File: config.mk
export PLATFORM = sky130hd
export DESIGN_NAME = timer_counter
export DESIGN_NICKNAME = d
export VERILOG_FILES = /design/src/rtl/timer_pkg.sv /design/src/rtl/timer_prescaler.sv /design/src/rtl/timer_counter.sv
export SDC_FILE = /design/constraint.sdc
export NUM_CORES = 1
export LEC_CHECK = 0
export ABC_AREA = 1
export BUFFER_PORTS_ARGS = -buffer_cell sky130_fd_sc_hd__buf_2
export CAP_MARGIN = 10
export CORE_MARGIN = 2
export CORE_UTILIZATION = 55
export CTS_BUF_LIST = sky130_fd_sc_hd__clkbuf_2 sky130_fd_sc_hd__clkbuf_4 sky130_fd_sc_hd__clkbuf_8
export CTS_CLUSTER_DIAMETER = 150
export DETAILED_ROUTE_END_ITERATION = 10
export PLACE_DENSITY = 0.79
export SLEW_MARGIN = 30
export SYNTH_ARGS = -nofsm -noshare
export SYNTH_HDL_FRONTEND = slang
export SYNTH_SLANG_ARGS = --single-unit
File: constraint.sdc
create_clock -name sys_clk -period 5.6 [get_ports sys_clk]
set_input_delay 0.84 -clock sys_clk [delete_from_list [all_inputs] [get_ports sys_clk]]
set_output_delay 0.84 -clock sys_clk [all_outputs]
set_load 0.05 [all_outputs]
File: src/rtl/timer_pkg.sv
// Shared definitions for the timer block: FSM state encoding and default sizing.
package timer_pkg;

  localparam int CNT_W_DEF   = 64;
  localparam int DIV_MAX_DEF = 8;

  typedef enum logic [1:0] {
    IDLE = 2'd0,
    RUN  = 2'd1,
    HALT = 2'd2
  } state_e;

endpackage

File: src/rtl/timer_prescaler.sv
// Prescaler for the timer: clamps the exponent, restarts on settings change and
// produces a combinational tick request for the count register in the parent.
module timer_prescaler
  import timer_pkg::*;
#(
  parameter int DIV_MAX = DIV_MAX_DEF
) (
  input  logic       sys_clk,
  input  logic       sys_rst_n,
  input  logic       i_run,
  input  logic       i_div_en,
  input  logic [3:0] i_div_val,
  output logic       o_tick
);

  // Counter only ever needs to reach 2^DIV_MAX-1.
  localparam int         PW        = DIV_MAX;
  localparam logic [3:0] DIV_MAX_4 = 4'(DIV_MAX);

  logic [PW-1:0] r_pre;
  logic          r_prev_en;
  logic [3:0]    r_prev_val;

  logic [3:0]    w_eff_div;
  logic [PW-1:0] w_mask;
  logic          w_changed;
  logic [PW-1:0] w_pre_cur;
  logic [PW-1:0] w_pre_nxt;

  // Clamp exponent, build terminal count, decide tick and next prescaler value.
  always_comb begin
    // NOTE: every combinational output gets a default first so no path leaves it unassigned (no latch).
    w_eff_div = (i_div_val > DIV_MAX_4) ? DIV_MAX_4 : i_div_val;
    w_mask    = '0;
    for (int i = 0; i < PW; i++) begin
      w_mask[i] = (4'(i) < w_eff_div);
    end
    // A settings change restarts the period: this cycle counts as phase 0.
    w_changed = (i_div_en != r_prev_en) || (i_div_val != r_prev_val);
    w_pre_cur = w_changed ? '0 : r_pre;
    o_tick    = i_run && (!i_div_en || (w_pre_cur == w_mask));
    w_pre_nxt = '0;
    if (i_run && i_div_en && !o_tick) begin
      w_pre_nxt = w_pre_cur + PW'(1);
    end
  end

  // Prescaler counter and previous-settings registers.
  always_ff @(posedge sys_clk or negedge sys_rst_n) begin
    if (!sys_rst_n) begin
      r_pre      <= '0;
      r_prev_en  <= 1'b0;
      r_prev_val <= 4'd0;
    end else begin
      // NOTE: sequential state uses non-blocking assignments so all registers update together at the edge.
      r_pre      <= w_pre_nxt;
      r_prev_en  <= i_div_en;
      r_prev_val <= i_div_val;
    end
  end

endmodule

File: src/rtl/timer_counter.sv
// Free-running timer: IDLE/RUN/HALT control, prescaled tick and a 64-bit count
// register that software can load one 32-bit half at a time.
module timer_counter
  import timer_pkg::*;
#(
  parameter int CNT_W   = CNT_W_DEF,
  parameter int DIV_MAX = DIV_MAX_DEF
) (
  input  logic             sys_clk,
  input  logic             sys_rst_n,
  input  logic             timer_en,
  input  logic             div_en,
  input  logic [3:0]       div_val,
  input  logic             dbg_mode,
  input  logic             halt_req,
  input  logic             cnt_wr_lo,
  input  logic             cnt_wr_hi,
  input  logic [31:0]      wdata,
  output logic [CNT_W-1:0] cnt_val,
  output logic             cnt_tick,
  output logic             halt_ack
);

  localparam int HI_W = CNT_W - 32;

  state_e           r_state;
  state_e           w_next_state;
  logic [CNT_W-1:0] r_cnt_val;
  logic [CNT_W-1:0] w_cnt_nxt;
  logic             r_cnt_tick;
  logic             r_halt_ack;
  logic             w_halt_cond;
  logic             w_count_en;
  logic             w_presc_tick;
  logic             w_wr_any;

  // Next-state logic; a qualified halt request wins over timer_en.
  always_comb begin
    w_halt_cond  = dbg_mode && halt_req;
    w_next_state = r_state;
    case (r_state)
      IDLE: begin
        if (w_halt_cond)  w_next_state = HALT;
        else if (timer_en) w_next_state = RUN;
      end
      RUN: begin
        if (w_halt_cond)   w_next_state = HALT;
        else if (!timer_en) w_next_state = IDLE;
      end
      HALT: begin
        if (!w_halt_cond) w_next_state = timer_en ? RUN : IDLE;
      end
      default: w_next_state = IDLE;
    endcase
  end

  // Counting happens only while RUN persists, so a halt or disable freezes the
  // count in the request cycle and the prescaler restarts from 0 on return.
  assign w_count_en = (r_state == RUN) && (w_next_state == RUN);

  timer_prescaler #(
    .DIV_MAX (DIV_MAX)
  ) u_prescaler (
    .sys_clk   (sys_clk),
    .sys_rst_n (sys_rst_n),
    .i_run     (w_count_en),
    .i_div_en  (div_en),
    .i_div_val (div_val),
    .o_tick    (w_presc_tick)
  );

  // Next count: software writes replace the addressed half and suppress the increment.
  always_comb begin
    w_wr_any  = cnt_wr_lo || cnt_wr_hi;
    w_cnt_nxt = r_cnt_val;
    if (cnt_wr_lo) w_cnt_nxt[31:0]       = wdata;
    if (cnt_wr_hi) w_cnt_nxt[CNT_W-1:32] = wdata[HI_W-1:0];
    if (!w_wr_any && w_presc_tick) begin
      w_cnt_nxt = r_cnt_val + CNT_W'(1);
    end
  end

  // State, count, tick and halt acknowledge registers.
  always_ff @(posedge sys_clk or negedge sys_rst_n) begin
    if (!sys_rst_n) begin
      r_state    <= IDLE;
      r_cnt_val  <= '0;
      r_cnt_tick <= 1'b0;
      r_halt_ack <= 1'b0;
    end else begin
      r_state    <= w_next_state;
      r_cnt_val  <= w_cnt_nxt;
      r_cnt_tick <= w_presc_tick && !w_wr_any;
      r_halt_ack <= (w_next_state == HALT);
    end
  end

  assign cnt_val  = r_cnt_val;
  assign cnt_tick = r_cnt_tick;
  assign halt_ack = r_halt_ack;

endmodule
# [Word-level counts from Yosys, hierarchy flattened]
# Index checks and enable logic that the tools add are counted.
[totals] register_bits=81 input_bits=44 wordCells=54
[classes] n_addsub=2 order_cmp=9 n_eq_ne=7 mux=13 reduce_logical=15
[ops] cell="64-bit by 1-bit adder with 64-bit output, second input constant" count=1
[ops] cell="32-bit 2-to-1 mux" count=2
[ops] cell="64-bit 2-to-1 mux" count=1
[ops] cell="3-bit by 4-bit < comparator with 1-bit output, first input constant" count=4
[ops] cell="8-bit 2-to-1 mux" count=2
[ops] cell="2-bit 2-to-1 mux" count=5
[ops] cell="8-bit by 1-bit adder with 8-bit output, second input constant" count=1
[ops] cell="8-bit == test" count=1
[ops] cell="1-bit by 4-bit < comparator with 1-bit output, first input constant" count=2
[ops] cell="2-bit by 4-bit < comparator with 1-bit output, first input constant" count=2
[ops] cell="1-bit logical AND" count=6
[ops] cell="2-bit one-hot mux with 3 select lines" count=1
[ops] cell="2-bit by 1-bit == test with 1-bit output, second input constant" count=2
[ops] cell="2-bit == test, second input constant" count=2
[ops] cell="4-bit greater-than comparator, second input constant" count=1
[ops] cell="4-bit 2-to-1 mux" count=1
[ops] cell="4-bit != test" count=1
[ops] cell="2-bit nonzero test" count=2
[ops] cell="1-bit logical NOT" count=3
[ops] cell="1-bit logical OR" count=3
[ops] cell="2-bit logical NOT" count=1
[ops] cell="1-bit 2-to-1 mux" count=1
[ops] cell="1-bit != test" count=1

# [Logic depth before layout (Yosys ltp)]
# Gate-level depths: netlist of the first run.
[logic_depth] word_depth=9 mapped_depth=17 ltp_nobuf=16

# [Hierarchy]
# From an unflattened synthesis of the first run, not the netlist that was laid out.
[unflattened] cells_unflattened=917 area_unflattened_um2=6013.3
[modules_own_cells] mod="timer_counter" instances=1 cells_per_inst=786 area_per_inst_um2=5022.3 seq_area_each_um2=1701.6
[modules_own_cells] mod="timer_prescaler" instances=1 cells_per_inst=131 area_per_inst_um2=991.0 seq_area_each_um2=325.3

# [Least setup slack after synthesis of the first run]
# Ideal clock, no wire load.
[synth_path] path_kind="reg-to-reg" start="register r_cnt_val[0], in the netlist cnt_val[0]" end="register r_cnt_val[62], in the netlist cnt_val[62]" t_arrival_ns=2.355 required_time_ns=5.474 setup_slack_ns=3.118 stages_incl_launch_ff=13 path_buffers=0 cell_sequence="dfrtp_1 > ha_1 > nand3_1 > inv_1 > nand2_1 > inv_1 > nand4_1 > nand3b_1 > nor2_1 > nand2_1 > nor2_1 > xor2_1 > o21ai_0"
[synth_via] elab_chain_len=2
[synth_lines] item="start, declared" line_no="timer_counter.sv:28" rtl="logic [CNT_W-1:0] r_cnt_val;"
[synth_lines] item="start signal, assigned" line_no="timer_counter.sv:92" rtl="r_cnt_val <= w_cnt_nxt;"
[synth_lines] item="64-bit by 1-bit adder with 64-bit output" line_no="timer_counter.sv:79" rtl="w_cnt_nxt = r_cnt_val + CNT_W'(1);"
[synth_lines] item="64-bit 2-to-1 mux" line_no="timer_counter.sv:78" rtl="if (!w_wr_any && w_presc_tick) begin"
# Every way passes these cells.
# A chain may end at the register's enable or synchronous reset.

# [Final worst setup path of the first run]
[layout_path] start="input port div_val[3]" end="register r_cnt_val[27], in the netlist cnt_val[27]"
[layout_via] elab_chain_len=8
[layout_lines] item="start, declared" line_no="timer_counter.sv:13" rtl="input logic [3:0] div_val,"
[layout_lines] item="4-bit greater-than comparator or 4-bit != test (tied branches)" line_no="timer_prescaler.sv:33, timer_prescaler.sv:39"
[layout_lines] item="4-bit 2-to-1 mux or 1-bit logical OR (tied branches)" line_no="timer_prescaler.sv:33, timer_prescaler.sv:39"
[layout_lines] item="1-bit by 4-bit < comparator with 1-bit output, or another cell as far along" line_no="timer_prescaler.sv:36" rtl="w_mask[i] = (4'(i) < w_eff_div);"
[layout_lines] item="8-bit == test (*)" line_no="timer_prescaler.sv:41" rtl="o_tick = i_run && (!i_div_en || (w_pre_cur == w_mask));"
[layout_lines] item="1-bit logical OR (*)" line_no="timer_prescaler.sv:41"
[layout_lines] item="1-bit logical AND (*)" line_no="timer_prescaler.sv:41"
[layout_lines] item="1-bit logical AND (*)" line_no="timer_counter.sv:78"
[layout_lines] item="64-bit 2-to-1 mux or 2-bit nonzero test (tied branches)"
# Every way passes the cells marked *; elsewhere a longest branch is shown, timed or not.

==> load_flow_metrics.sql, run 1 <==
INSERT INTO impl_metrics (metric_group, metric, value, unit) VALUES
('hold_path', 'timing.hold.worst.start', 'r_state[0]', ''),
('floorplan', 'die_area', '0.0114', 'mm^2'),
('final_layout', 'antennaDiodeCount', '0', ''),
('synthesis', 'post_synth_most_frequent_cells', 'sky130_fd_sc_hd__nand2_1, sky130_fd_sc_hd__nand3_1, sky130_fd_sc_hd__dfrtp_1, sky130_fd_sc_hd__nor2_1, sky130_fd_sc_hd__inv_1', ''),
('clock_network', 'number_of_buffers_inserted_to_repair_setup_after_cts', '0', ''),
('floorplan', 'initial_standard_cell_utilization_of_the_core', '56.6', '%'),
('synthesis', 'fraction_of_registers_with_async_set_or_reset_after_synthesis', '100', '%'),
('power', 'switching_power_of_the_nets', '639', 'uW'),
('synthesis', 'synth_top_cells_by_area', 'sky130_fd_sc_hd__dfrtp_1, sky130_fd_sc_hd__nand2_1, sky130_fd_sc_hd__nand3_1', ''),
('place', 'post-dp-hpwl', '13.2', 'mm'),
('flow_run', 'number_of_max_capacitance_violations_reported', '0', ''),
('place', 'place_congestion', '0.985', ''),
('worst_setup_path', 'worst_setup_path_startpoint', 'div_val[3]', ''),
('synthesis', 'synth.distinct_cells', '35', ''),
('clock_network', 'clock_latency', '0.38', 'ns'),
('hold_path', 'min_to', 'halt_ack', ''),
('worst_setup_path', 'worstSetupStartpointType', 'input port', ''),
('timing', 'drv_slew', '0', ''),
('timing', 'max_slew_margin', '50.6', '%'),
('synthesis', 'synth.yosys.seq_area_share', '34.9', '%'),
('drt', 'drt_pass1_iterations', '6', ''),
('power', 'static-leakage-power', '0.00314', 'uW'),
('power', 'power_switching_share', '41.3', '%'),
('synthesis', 'synth-edff-count', '0', ''),
('clock_network', 'tritoncts.num_buffers', '9', ''),
('synthesis', 'postSynthNetCount', '883', ''),
('worst_setup_path', 'critical-path-top-cell-by-count', 'sky130_fd_sc_hd__nand2_1', ''),
('worst_setup_path', 'cp_max_fo', '32', ''),
('timing', 'rsz_0062_raised_after_global_routing', 'false', ''),
('power', 'ir_drop', '124', 'uV'),
('status', 'outcome', 'complete, no violations', ''),
('worst_setup_path', 'criticalPathCategory', 'input port to flop', ''),
('worst_setup_path', 'worstSetupEndpointType', 'flop', ''),
('clock_network', 'clockBufferDepth', '2', ''),
('synthesis', 'synth_largest_type_area_fraction', '34.9', '%'),
('power', 'seq_power_share', '45.7', '%'),
('power', 'internal_power', '910', 'uW'),
('timing', 'period_needed', '3.22', 'ns'),
('synthesis', 'ys_dominant_reg_cell', 'sky130_fd_sc_hd__dfrtp_1', ''),
('drt', 'drt_first_iter_violations', '548', ''),
('synthesis', 'yosys.cell_count.top_type', 'sky130_fd_sc_hd__nand2_1', ''),
('floorplan', 'fp.dieH', '107', 'um'),
('grt', 'grt_first_pass_wirelength', '27.9', 'mm'),
('power', 'comb_power_share', '28.0', '%'),
('timing', 'worst-slew-pin-transition', '0.741', 'ns'),
('final_layout', 'fraction_of_layout_instances_using_a_drive_strength_above_1', '17.7', '%'),
('synthesis', 'synthesis.area', '0.00582', 'mm^2'),
('floorplan', 'die_width', '107', 'um'),
('power', 'clock_power_share', '26.3', '%'),
('clock_network', 'tritoncts', 'built', ''),
('floorplan', 'core', '0.0103', 'mm^2'),
('synthesis', 'avgSynthCellArea', '6.95', 'um^2'),
('worst_setup_path', 'worstRegToRegCells', '14', ''),
('clock_network', 'root_buf_cell', 'sky130_fd_sc_hd__clkbuf_8', ''),
('synthesis', 'synth_seq_cells', '81', ''),
('clock_network', 'cts.clk_slew.worst_paths', '0.10', 'ns'),
('grt', 'largest_net_degree_at_the_start_of_global_routing', '82', ''),
('grt', 'vias_in_the_first_global_route', '5414', ''),
('hold_path', 'holdCritPathClass', 'flop to flop', ''),
('grt', 'grt_util_all_layers', '31.3', '%'),
('timing', 'max_clock_freq', '310', 'MHz'),
('final_layout', 'areaGrowthSynthToFinish', '13.4', '%'),
('clock_network', 'cts_hold_buf', '0', ''),
('synthesis', 'yosysWarningCount', '0', ''),
('grt', 'total_overflow_reported_by_the_global_router', '0', ''),
('timing', 'finalSetupViolations', '0', ''),
('worst_setup_path', 'reg2reg_setup_slack', '2.56', 'ns'),
('hold_path', 'hold-path-cell-count', '1', ''),
('drt', 'vias', '6122', ''),
('clock_network', 'cts-htree-levels', '3', ''),
('timing', 'min_period_over_period', '57.6', '%');
-- power groups by stage --
stage	Sequential, uW	Combinational (uW)	Clock [uW]
2_1_floorplan	857	159	0
3_3_place_gp	717	428	0
3_5_place_dp	717	432	0
4_1_cts	706	433	407
5_1_grt	715	466	435
6_report	708	433	408
-- worst max-delay path by stage --
| stage | to | slack [ns] |
|---|---|---|
| final | cnt_val[27] | 2.38 |
| after floorplan | cnt_val[62] | 3.12 |
| after CTS | cnt_val[27] | 2.41 |
| after global routing | cnt_val[4] | 2.10 |
| after detailed placement | cnt_val[62] | 2.03 |
| after global placement | cnt_val[27] | 2.12 |
-- cells in the final DEF (no fill, tap or decap), drive strengths merged, types with 2 or more instances in the layout --
cell,Yosys,layout
xnor2,25,25
clkinvlp,0,2
nand4,25,25
a21oi,5,5
nor4,6,6
buf,18,113
o21ai,19,19
o21bai,2,2
nand2,248,248
nor3,24,24
nand3,173,173
inv,70,71
clkinv,1,5
dfrtp,81,81
nor2,77,77
nand3b,5,5
and3,2,2
xor2,36,36
ha,2,2
nor3b,3,3
clkbuf,11,9
-- stage by stage --
step / total power, uW / setup WS (ns) / hold slack (ns) / cells
CTS: 1550 / 2.41 / 0.478 / 1073
detailed placement: 1150 / 2.03 / 0.478 / 1057
global placement: 1140 / 2.12 / 0.477 / 1057
floorplan: 1020 / 3.12 / 0.452 / 837
global route: 1620 / 2.10 / 0.520 / 1073
finish: 1550 / 2.38 / 0.475 / 1073
-- sequential cells by signal (all words and copies together), names as in the netlist --
name	count
cnt_tick	1
cnt_val	64
r_state	2
u_prescaler.r_prev_en	1
u_prescaler.r_pre	8
u_prescaler.r_prev_val	4
halt_ack	1
-- kinds of logic (layout without fill, tap and decap cells) --
| family | count (synthesis) | after routing | share of synthesized area, % |
|---|---|---|---|
| AOI/OAI and AO/OA | 26 | 26 | 2.65 |
| xor gates and xnor gates | 61 | 61 | 9.32 |
| adders and majority gates | 2 | 2 | 0.430 |
| buffers and inverters | 100 | 200 | 7.23 |
| DFF | 81 | 81 | 34.9 |
| muxes | 1 | 1 | 0.194 |
| and+or+nand+nor | 566 | 566 | 45.3 |
-- worst max-delay path, delay by kind of cell --
| kind | cells | cell delay [ns] |
|---|---|---|
| buffers and inverters | 3 | 0.76 |
| and+or+nand+nor | 14 | 1.93 |
-- layout make-up --
cell class | count | area [um^2]
Clock buffer | 9 | 124
Clock inverter | 7 | 55.1
Fill cell | 1043 | 3680
Inverter | 71 | 267
Multi-Input combinational cell | 656 | 3370
Sequential cell | 81 | 2030
Tap cell | 136 | 170
Timing Repair Buffer | 113 | 582
-- routing by layer --
metal / GRT usage (%) / wire length [um]
met1: 45.9 / 7750
met2: 48.3 / 7940
met3: 3.65 / 1510
met4: 10.4 / 403
met5: 0 / 0
No activity file was read; power rests on OpenSTA's default activity.
==> run 2, diff against run 1 <==
- ABC_AREA: 1 -> 0
- PLACE_DENSITY: 0.79 -> 0.8
- clock period: 5.6 -> 3.25 ns (I/O delays scaled with it)
==> run 2 against run 1 <==
Total power is 70% higher. Highest routed layer unchanged. Synthesized cell count is 23% lower. First-iteration DRC count is 5.3% lower. Final area is 5.0% lower. Synthesized area is 7.5% lower.
==> load_flow_metrics.sql, run 2 <==
INSERT INTO impl_metrics (metric_group, metric, value, unit) VALUES
('floorplan', 'die_area', '0.0106', 'mm^2'),
('floorplan', 'initial_standard_cell_utilization_of_the_core', '55.8', '%'),
('power', 'seq_power_share', '45.7', '%'),
('grt', 'grt_util_all_layers', '32.4', '%'),
('synthesis', 'avgSynthCellArea', '8.34', 'um^2'),
('clock_network', 'cts-htree-levels', '3', ''),
('drt', 'routed_wire_length_per_instance', '19.6', 'um'),
('worst_setup_path', 'cp_data_arrival_time', '3.09', 'ns'),
('timing', 'setup-tns-final', '0', 'ns'),
('synthesis', 'synth_compound_area_share', '19.1', '%'),
('synthesis', 'post_synth_most_frequent_cells', 'sky130_fd_sc_hd__dfrtp_1, sky130_fd_sc_hd__nand2_1, sky130_fd_sc_hd__nor2_1, sky130_fd_sc_hd__o21ai_0, sky130_fd_sc_hd__nand3_1', ''),
('clock_network', 'root_buf_cell', 'sky130_fd_sc_hd__clkbuf_8', ''),
('clock_network', 'number_of_buffers_inserted_to_repair_setup_after_cts', '0', ''),
('clock_network', 'cts_hold_buf', '0', ''),
('synthesis', 'yosys.area_share.adder', '0.465', '%'),
('floorplan', 'std_cell_rows', '36', ''),
('final_layout', 'antennaDiodeCount', '0', ''),
('place', 'placed_cell_area', '0.00608', 'mm^2'),
('synthesis', 'ys_dominant_reg_cell', 'sky130_fd_sc_hd__dfrtp_1', ''),
('worst_setup_path', 'reg2reg_setup_slack', '0.40', 'ns'),
('worst_setup_path', 'worst_path_max_delay_cell', 'sky130_fd_sc_hd__or3_1', ''),
('final_layout', 'mostFrequentLayoutCells', 'sky130_fd_sc_hd__buf_2, sky130_fd_sc_hd__dfrtp_1, sky130_fd_sc_hd__nand2_1', ''),
('drt', 'drc', '0', ''),
('worst_setup_path', 'worstSetupEndpointType', 'flop', ''),
('timing', 'finalSetupViolations', '0', ''),
('power', 'internal_power', '1620', 'uW'),
('timing', 'rsz_0062_raised_after_global_routing', 'false', ''),
('timing', 'clock_skew', '0.0152', 'ns'),
('hold_path', 'holdCritPathClass', 'input port to asynchronous set/reset pin', ''),
('drt', 'drt_pass1_iterations', '8', ''),
('place', 'place_congestion', '0.912', ''),
('synthesis', 'synth_xor_area_share', '1.93', '%'),
('worst_setup_path', 'cp.required', '3.49', 'ns'),
('drt', 'vias_per_cell', '6.55', ''),
('grt', 'largest_net_degree_at_the_start_of_global_routing', '82', ''),
('floorplan', 'fp.dieH', '103', 'um'),
('timing', 'hold_violations', '0', ''),
('worst_setup_path', 'worstSetupStartpointType', 'flop', ''),
('worst_setup_path', 'cp_max_fo', '16', ''),
('drt', 'wl', '17.2', 'mm'),
('power', 'total_power', '2640', 'uW'),
('power', 'switching_power_of_the_nets', '1020', 'uW'),
('floorplan', 'core', '0.00964', 'mm^2'),
('final_layout', 'layout.nets', '786', ''),
('power', 'power-per-cell-area', '422', 'mW/mm^2'),
('clock_network', 'ctsResizeCount', '0', ''),
('floorplan', 'die_width', '103', 'um'),
('power', 'comb_power_share', '27.5', '%'),
('synthesis', 'yosysWarningCount', '0', ''),
('power', 'static-leakage-power', '0.00257', 'uW'),
('power', 'power_switching_share', '38.7', '%'),
('worst_setup_path', 'cp_slowest_stage_delay', '0.44', 'ns'),
('drt', 'vias', '5755', ''),
('timing', 'max_slew_margin', '48.7', '%'),
('synthesis', 'postSynthNetCount', '691', ''),
('synthesis', 'synth_largest_type_area_fraction', '37.7', '%'),
('synthesis', 'synth.distinct_cells', '64', ''),
('clock_network', 'tritoncts.num_buffers', '9', ''),
('clock_network', 'clock_sinks', '81', ''),
('power', 'ir_drop', '239', 'uV'),
('drt', 'drt.antenna.violating_nets', '0', ''),
('clock_network', 'cts.clk_slew.worst_paths', '0.08', 'ns'),
('synthesis', 'netlist.top_cell.by_area', 'sky130_fd_sc_hd__dfrtp_1', ''),
('synthesis', 'largest_family_of_logic_cells_by_synthesized_area', 'simple AND/OR/NAND/NOR gates', ''),
('worst_setup_path', 'criticalPathCategory', 'flop to flop', ''),
('final_layout', 'areaGrowthSynthToFinish', '16.4', '%'),
('synthesis', 'synth_top_cells_by_area', 'sky130_fd_sc_hd__dfrtp_1, sky130_fd_sc_hd__nand2_1, sky130_fd_sc_hd__o21ai_0', ''),
('clock_network', 'clockBufferDepth', '2', ''),
('synthesis', 'yosys.cell_count.top_type', 'sky130_fd_sc_hd__dfrtp_1', ''),
('synthesis', 'synth.yosys.seq_area_share', '37.7', '%'),
('place', 'number_of_buffers_inserted_by_port_buffering', '109', ''),
('synthesis', 'synth_seq_cells', '81', ''),
('timing', 'fin_hold_ws', '0.167', 'ns'),
('final_layout', 'final_common_cell', 'sky130_fd_sc_hd__buf_2', ''),
('final_layout', 'fraction_of_layout_instances_using_a_drive_strength_above_1', '23.1', '%'),
('drt', 'drt_first_iter_violations', '519', ''),
('worst_setup_path', 'critical_path.cell_chain', 'xnor2_1 -> nand4_1 -> a211o_1 -> a22o_1 -> o21a_2 -> buf_4 -> or3_1 -> o311ai_1', ''),
('timing', 'period_needed', '2.85', 'ns'),
('timing', 'max_clock_freq', '351', 'MHz'),
('timing', 'min_period_over_period', '87.7', '%'),
('floorplan', 'boundaryPins', '110', ''),
('place', 'post-dp-hpwl', '12.2', 'mm'),
('grt', 'grt_first_pass_wirelength', '26.7', 'mm'),
('grt', 'antenna_violations_before_repair', '0', ''),
('grt', 'vias_in_the_first_global_route', '5018', ''),
('final_layout', 'instances_no_fill', '878', ''),
('power', 'clock_power_share', '26.8', '%'),
('clock_network', 'clock_latency', '0.36', 'ns'),
('clock_network', 'tritoncts', 'built', ''),
('flow_run', 'number_of_max_capacitance_violations_reported', '0', ''),
('final_layout', 'largest_register_ff_count', '64', ''),
('final_layout', 'design_area', '0.00626', 'mm^2'),
('synthesis', 'synthMuxAreaShare', '2.00', '%'),
('status', 'outcome', 'complete, no violations', ''),
('synthesis', 'synth_simple_gate_area_share', '34.0', '%'),
('timing', 'worst-slew-pin-transition', '0.770', 'ns'),
('timing', 'drv_slew', '0', ''),
('place', 'cell_count_after_placement', '862', ''),
('synthesis', 'fraction_of_registers_with_async_set_or_reset_after_synthesis', '100', '%'),
('synthesis', 'synthesis.area', '0.00538', 'mm^2'),
('grt', 'total_overflow_reported_by_the_global_router', '0', ''),
('synthesis', 'postSynthCellCount', '645', ''),
('synthesis', 'synth-edff-count', '0', '');
-- run 2: changes by cell type after synthesis, moves of 14 or more --
cell	change
sky130_fd_sc_hd__nor2_1	-22
sky130_fd_sc_hd__xnor2_1	-14
sky130_fd_sc_hd__inv_1	-50
sky130_fd_sc_hd__a31oi_1	+19
sky130_fd_sc_hd__nor2b_1	+16
sky130_fd_sc_hd__nand3_1	-122
sky130_fd_sc_hd__or3_1	+16
sky130_fd_sc_hd__o21ai_0	+26
sky130_fd_sc_hd__clkbuf_1	+19
sky130_fd_sc_hd__nand2_1	-179
sky130_fd_sc_hd__xor2_1	-36
sky130_fd_sc_hd__nand3_2	-15
sky130_fd_sc_hd__and3_1	+17
sky130_fd_sc_hd__nor4_1	+20
-- run 2: worst max-delay path: cells and delay by family, from the launching register on --
| family | cells | cell delay (ns) |
|---|---|---|
| xor+xnor | 1 | 0.21 |
| compound gates | 4 | 1.19 |
| buf+inv | 1 | 0.24 |
| simple gates | 2 | 0.72 |
| flops | 1 | 0.38 |
-- run 2: per-layer routing --
layer,track usage (%),routed length [um],up-vias
li1,-,-,2629
met1,50.0,7530,2760
met2,46.8,7550,336
met3,5.22,1830,30
met4,9.31,287,0
met5,0,0,-
-- run 2: power groups by stage --
| stage | clock network (uW) | registers, uW | logic (uW) |
|---|---|---|---|
| finish | 708 | 1210 | 726 |
| global route | 759 | 1220 | 776 |
| CTS | 714 | 1200 | 724 |
| detailed placement | 0 | 1220 | 723 |
| global placement | 0 | 1210 | 714 |
| floorplan | 0 | 1470 | 242 |
-- run 2: logic make-up after synthesis --
kind of cell    Yosys count
xor+xnor                 11
mux                      10
fa+ha+maj                 2
flops                    81
simple gates            331
compound gates          147
buf+inv                  63
-- run 2: final timing paths --
check,startpoint,end,cells past startpoint
max,u_prescaler.r_prev_en,cnt_val[45],8
min,sys_rst_n,u_prescaler.r_pre[4],1
max reg2reg,u_prescaler.r_prev_en,cnt_val[45],8
min reg2reg,r_state[1],r_state[1],1
max in group asynchronous,sys_rst_n,u_prescaler.r_prev_val[0],1
min in group sys_clk,div_val[0],u_prescaler.r_prev_val[0],1
-- run 2: layout make-up --
type / instances / area [um^2]
Inverter: 17 / 63.8
Multi-Input combinational cell: 501 / 3100
Clock buffer: 13 / 166
Sequential cell: 81 / 2030
Clock inverter: 3 / 15.0
Fill cell: 863 / 3380
Tap cell: 133 / 166
Timing Repair Buffer: 130 / 722
-- run 2: metrics by stage --
step	util [%]	setup WS (ns)
floorplan	-	0.392
global placement	63.1	0.242
detailed placement	63.1	0.154
CTS	65.0	0.418
global route	65.0	0.234
finish	65.0	0.401
==> run 3, diff against run 2 <==
- CTS_BUF_LIST: sky130_fd_sc_hd__clkbuf_2 sky130_fd_sc_hd__clkbuf_4 sky130_fd_sc_hd__clkbuf_8 -> sky130_fd_sc_hd__clkbuf_8
==> run 3 against run 2 <==
Clock power is 3% lower. Register-to-register slack hardly changed. Clock-buffer cell count is 2 lower. Via count is 0.26% lower. Total power is 0.67% lower.
==> load_flow_metrics.sql, run 3 (synthesis gave the netlist of run 2 again) <==
INSERT INTO impl_metrics (metric_group, metric, value, unit) VALUES
('status', 'outcome', 'complete, no violations', ''),
('final_layout', 'register_area', '0.00203', 'mm^2'),
('final_layout', 'largest_register_ff_count', '64', ''),
('clock_network', 'tritoncts.num_buffers', '9', ''),
('power', 'total_power', '2620', 'uW'),
('grt', 'largest_net_degree_at_the_start_of_global_routing', '82', ''),
('drt', 'met1_wire_length', '7.80', 'mm'),
('drt', 'drt_first_iter_violations', '556', ''),
('timing', 'finalSetupViolations', '0', ''),
('drt', 'vias', '5740', ''),
('drt', 'vias_per_cell', '6.54', ''),
('final_layout', 'instances_no_fill', '878', ''),
('timing', 'worst-slew-pin-transition', '0.783', 'ns'),
('drt', 'drt_pass1_iterations', '5', ''),
('clock_network', 'clock_latency', '0.36', 'ns'),
('floorplan', 'fp.dieH', '103', 'um'),
('worst_setup_path', 'worstSetupStartpointType', 'flop', ''),
('drt', 'drt.antenna.violating_nets', '0', ''),
('clock_network', 'cts_hold_buf', '0', ''),
('clock_network', 'cts.clk_slew.worst_paths', '0.09', 'ns'),
('clock_network', 'tritoncts', 'built', ''),
('worst_setup_path', 'worstReg2RegStart', 'cnt_val[15]', ''),
('worst_setup_path', 'cp.required', '3.49', 'ns'),
('grt', 'grt_first_pass_wirelength', '26.7', 'mm'),
('grt', 'grt_util_all_layers', '32.6', '%'),
('clock_network', 'cts-htree-levels', '3', ''),
('final_layout', 'final_common_cell', 'sky130_fd_sc_hd__buf_2', ''),
('clock_network', 'number_of_buffers_inserted_to_repair_setup_after_cts', '0', ''),
('drt', 'met3_wirelength', '1.59', 'mm'),
('final_layout', 'mostFrequentLayoutCells', 'sky130_fd_sc_hd__buf_2, sky130_fd_sc_hd__dfrtp_1, sky130_fd_sc_hd__nand2_1', ''),
('drt', 'routed-wl-met2', '7.62', 'mm'),
('timing', 'rsz_0062_raised_after_global_routing', 'false', ''),
('timing', 'max_slew_margin', '47.8', '%'),
('drt', 'drc', '0', ''),
('timing', 'setup-tns-final', '0', 'ns'),
('grt', 'antenna_violations_before_repair', '0', ''),
('floorplan', 'initial_standard_cell_utilization_of_the_core', '55.8', '%'),
('place', 'place_ws', '0.154', 'ns'),
('timing', 'post_route_worst_setup_slack', '0.406', 'ns'),
('worst_setup_path', 'worstSetupEndpointType', 'flop', ''),
('clock_network', 'root_buf_cell', 'sky130_fd_sc_hd__clkbuf_8', ''),
('grt', 'vias_in_the_first_global_route', '5012', ''),
('floorplan', 'std_cell_rows', '36', ''),
('timing', 'min_period_over_period', '87.5', '%'),
('timing', 'drv_slew', '0', ''),
('floorplan', 'boundaryPins', '110', ''),
('hold_path', 'holdCritPathClass', 'input port to asynchronous set/reset pin', ''),
('final_layout', 'layout.nets', '786', ''),
('grt', 'total_overflow_reported_by_the_global_router', '0', ''),
('final_layout', 'fraction_of_layout_instances_using_a_drive_strength_above_1', '22.8', '%'),
('worst_setup_path', 'worstRegToRegCells', '7', ''),
('timing', 'clock_skew', '0.0147', 'ns'),
('clock_network', 'ctsResizeCount', '0', ''),
('final_layout', 'num-fill-cells', '864', ''),
('floorplan', 'die_area', '0.0106', 'mm^2'),
('place', 'place_congestion', '0.912', ''),
('worst_setup_path', 'worst_r2r_endpoint', 'cnt_val[62]', ''),
('drt', 'routed_wire_length_per_instance', '19.7', 'um'),
('final_layout', 'areaGrowthSynthToFinish', '16.3', '%'),
('place', 'post-dp-hpwl', '12.2', 'mm'),
('power', 'power-per-cell-area', '419', 'mW/mm^2'),
('final_layout', 'antennaDiodeCount', '0', ''),
('worst_setup_path', 'criticalPathCategory', 'flop to flop', ''),
('place', 'cell_count_after_placement', '862', ''),
('power', 'ir_drop', '238', 'uV'),
('clock_network', 'clock_sinks', '81', ''),
('place', 'number_of_buffers_inserted_by_port_buffering', '109', ''),
('final_layout', 'multi_input_area', '0.00310', 'mm^2'),
('floorplan', 'die_width', '103', 'um'),
('worst_setup_path', 'reg2reg_setup_slack', '0.41', 'ns'),
('floorplan', 'core', '0.00964', 'mm^2'),
('flow_run', 'number_of_max_capacitance_violations_reported', '0', ''),
('worst_setup_path', 'cp_max_fo', '7', ''),
('power', 'static-leakage-power', '0.00257', 'uW'),
('drt', 'wl', '17.3', 'mm'),
('timing', 'hold_violations', '0', ''),
('clock_network', 'clockBufferDepth', '2', ''),
('worst_setup_path', 'cp_data_arrival_time', '3.09', 'ns'),
('timing', 'period_needed', '2.84', 'ns'),
('timing', 'max_clock_freq', '352', 'MHz'),
('drt', 'top_signal_layer_used', 'met4', '');
==> run 3: changes by cell type in the layout (fill, tap and decap cells not counted) <==
| cell | delta |
|---|---|
| sky130_fd_sc_hd__inv_1 | +2 |
| sky130_fd_sc_hd__clkbuf_4 | -2 |
==> run 3: final cells by class <==
cell class | instances | share of cell area (%)
multi-input combinational | 501 | 49.6
sequential | 81 | 32.4
inverter | 17 | 1.02
clock inverter | 5 | 0.360
clock buffer | 11 | 2.42
tap | 133 | 2.66
timing repair buffer | 130 | 11.5
==> run 3: power breakdown <==
part / internal [uW] / leakage (uW) / total, uW / switching, uW
sequential: 1090 / 0.000966 / 1210 / 117
clock: 311 / 0.000101 / 690 / 379
combinational: 197 / 0.00150 / 728 / 531
total: 1600 / 0.00257 / 2620 / 1030
==> run 3: critical path, cell delays in order (launching register included) <==
cell	delay (ns)
sky130_fd_sc_hd__dfrtp_1	0.47
sky130_fd_sc_hd__and4_1	0.32
sky130_fd_sc_hd__nand4_2	0.25
sky130_fd_sc_hd__or4_4	0.63
sky130_fd_sc_hd__nand3b_4	0.18
sky130_fd_sc_hd__or2_0	0.38
sky130_fd_sc_hd__nor3_2	0.37
sky130_fd_sc_hd__a211oi_1	0.13
==> run 3: layer usage <==
layer / vias to the layer above / global-route usage (%)
li1: 2632 / -
met1: 2771 / 50.2
met2: 310 / 46.7
met3: 27 / 5.29
met4: 0 / 10.6
met5: - / 0
==> run 3: worst max path at each step <==
stage | from | endpoint | slack (ns)
CTS | u_prescaler.r_pre[5] | cnt_val[45] | 0.42
detailed placement | div_en | cnt_val[45] | 0.15
global placement | div_en | cnt_val[44] | 0.24
global route | u_prescaler.r_pre[5] | cnt_val[42] | 0.23
finish | cnt_val[15] | cnt_val[62] | 0.41
floorplan | cnt_val[8] | cnt_val[50] | 0.39
==> run 3: metrics by stage <==
stage          hold WS (ns)  util (%)  area [um^2]
4_1_cts               0.203      64.9         6260
2_1_floorplan         0.192         -         5380
5_1_grt               0.210      64.9         6260
3_5_place_dp          0.488      63.1         6080
6_report              0.161      64.9         6260
3_3_place_gp          0.475      63.1         6080
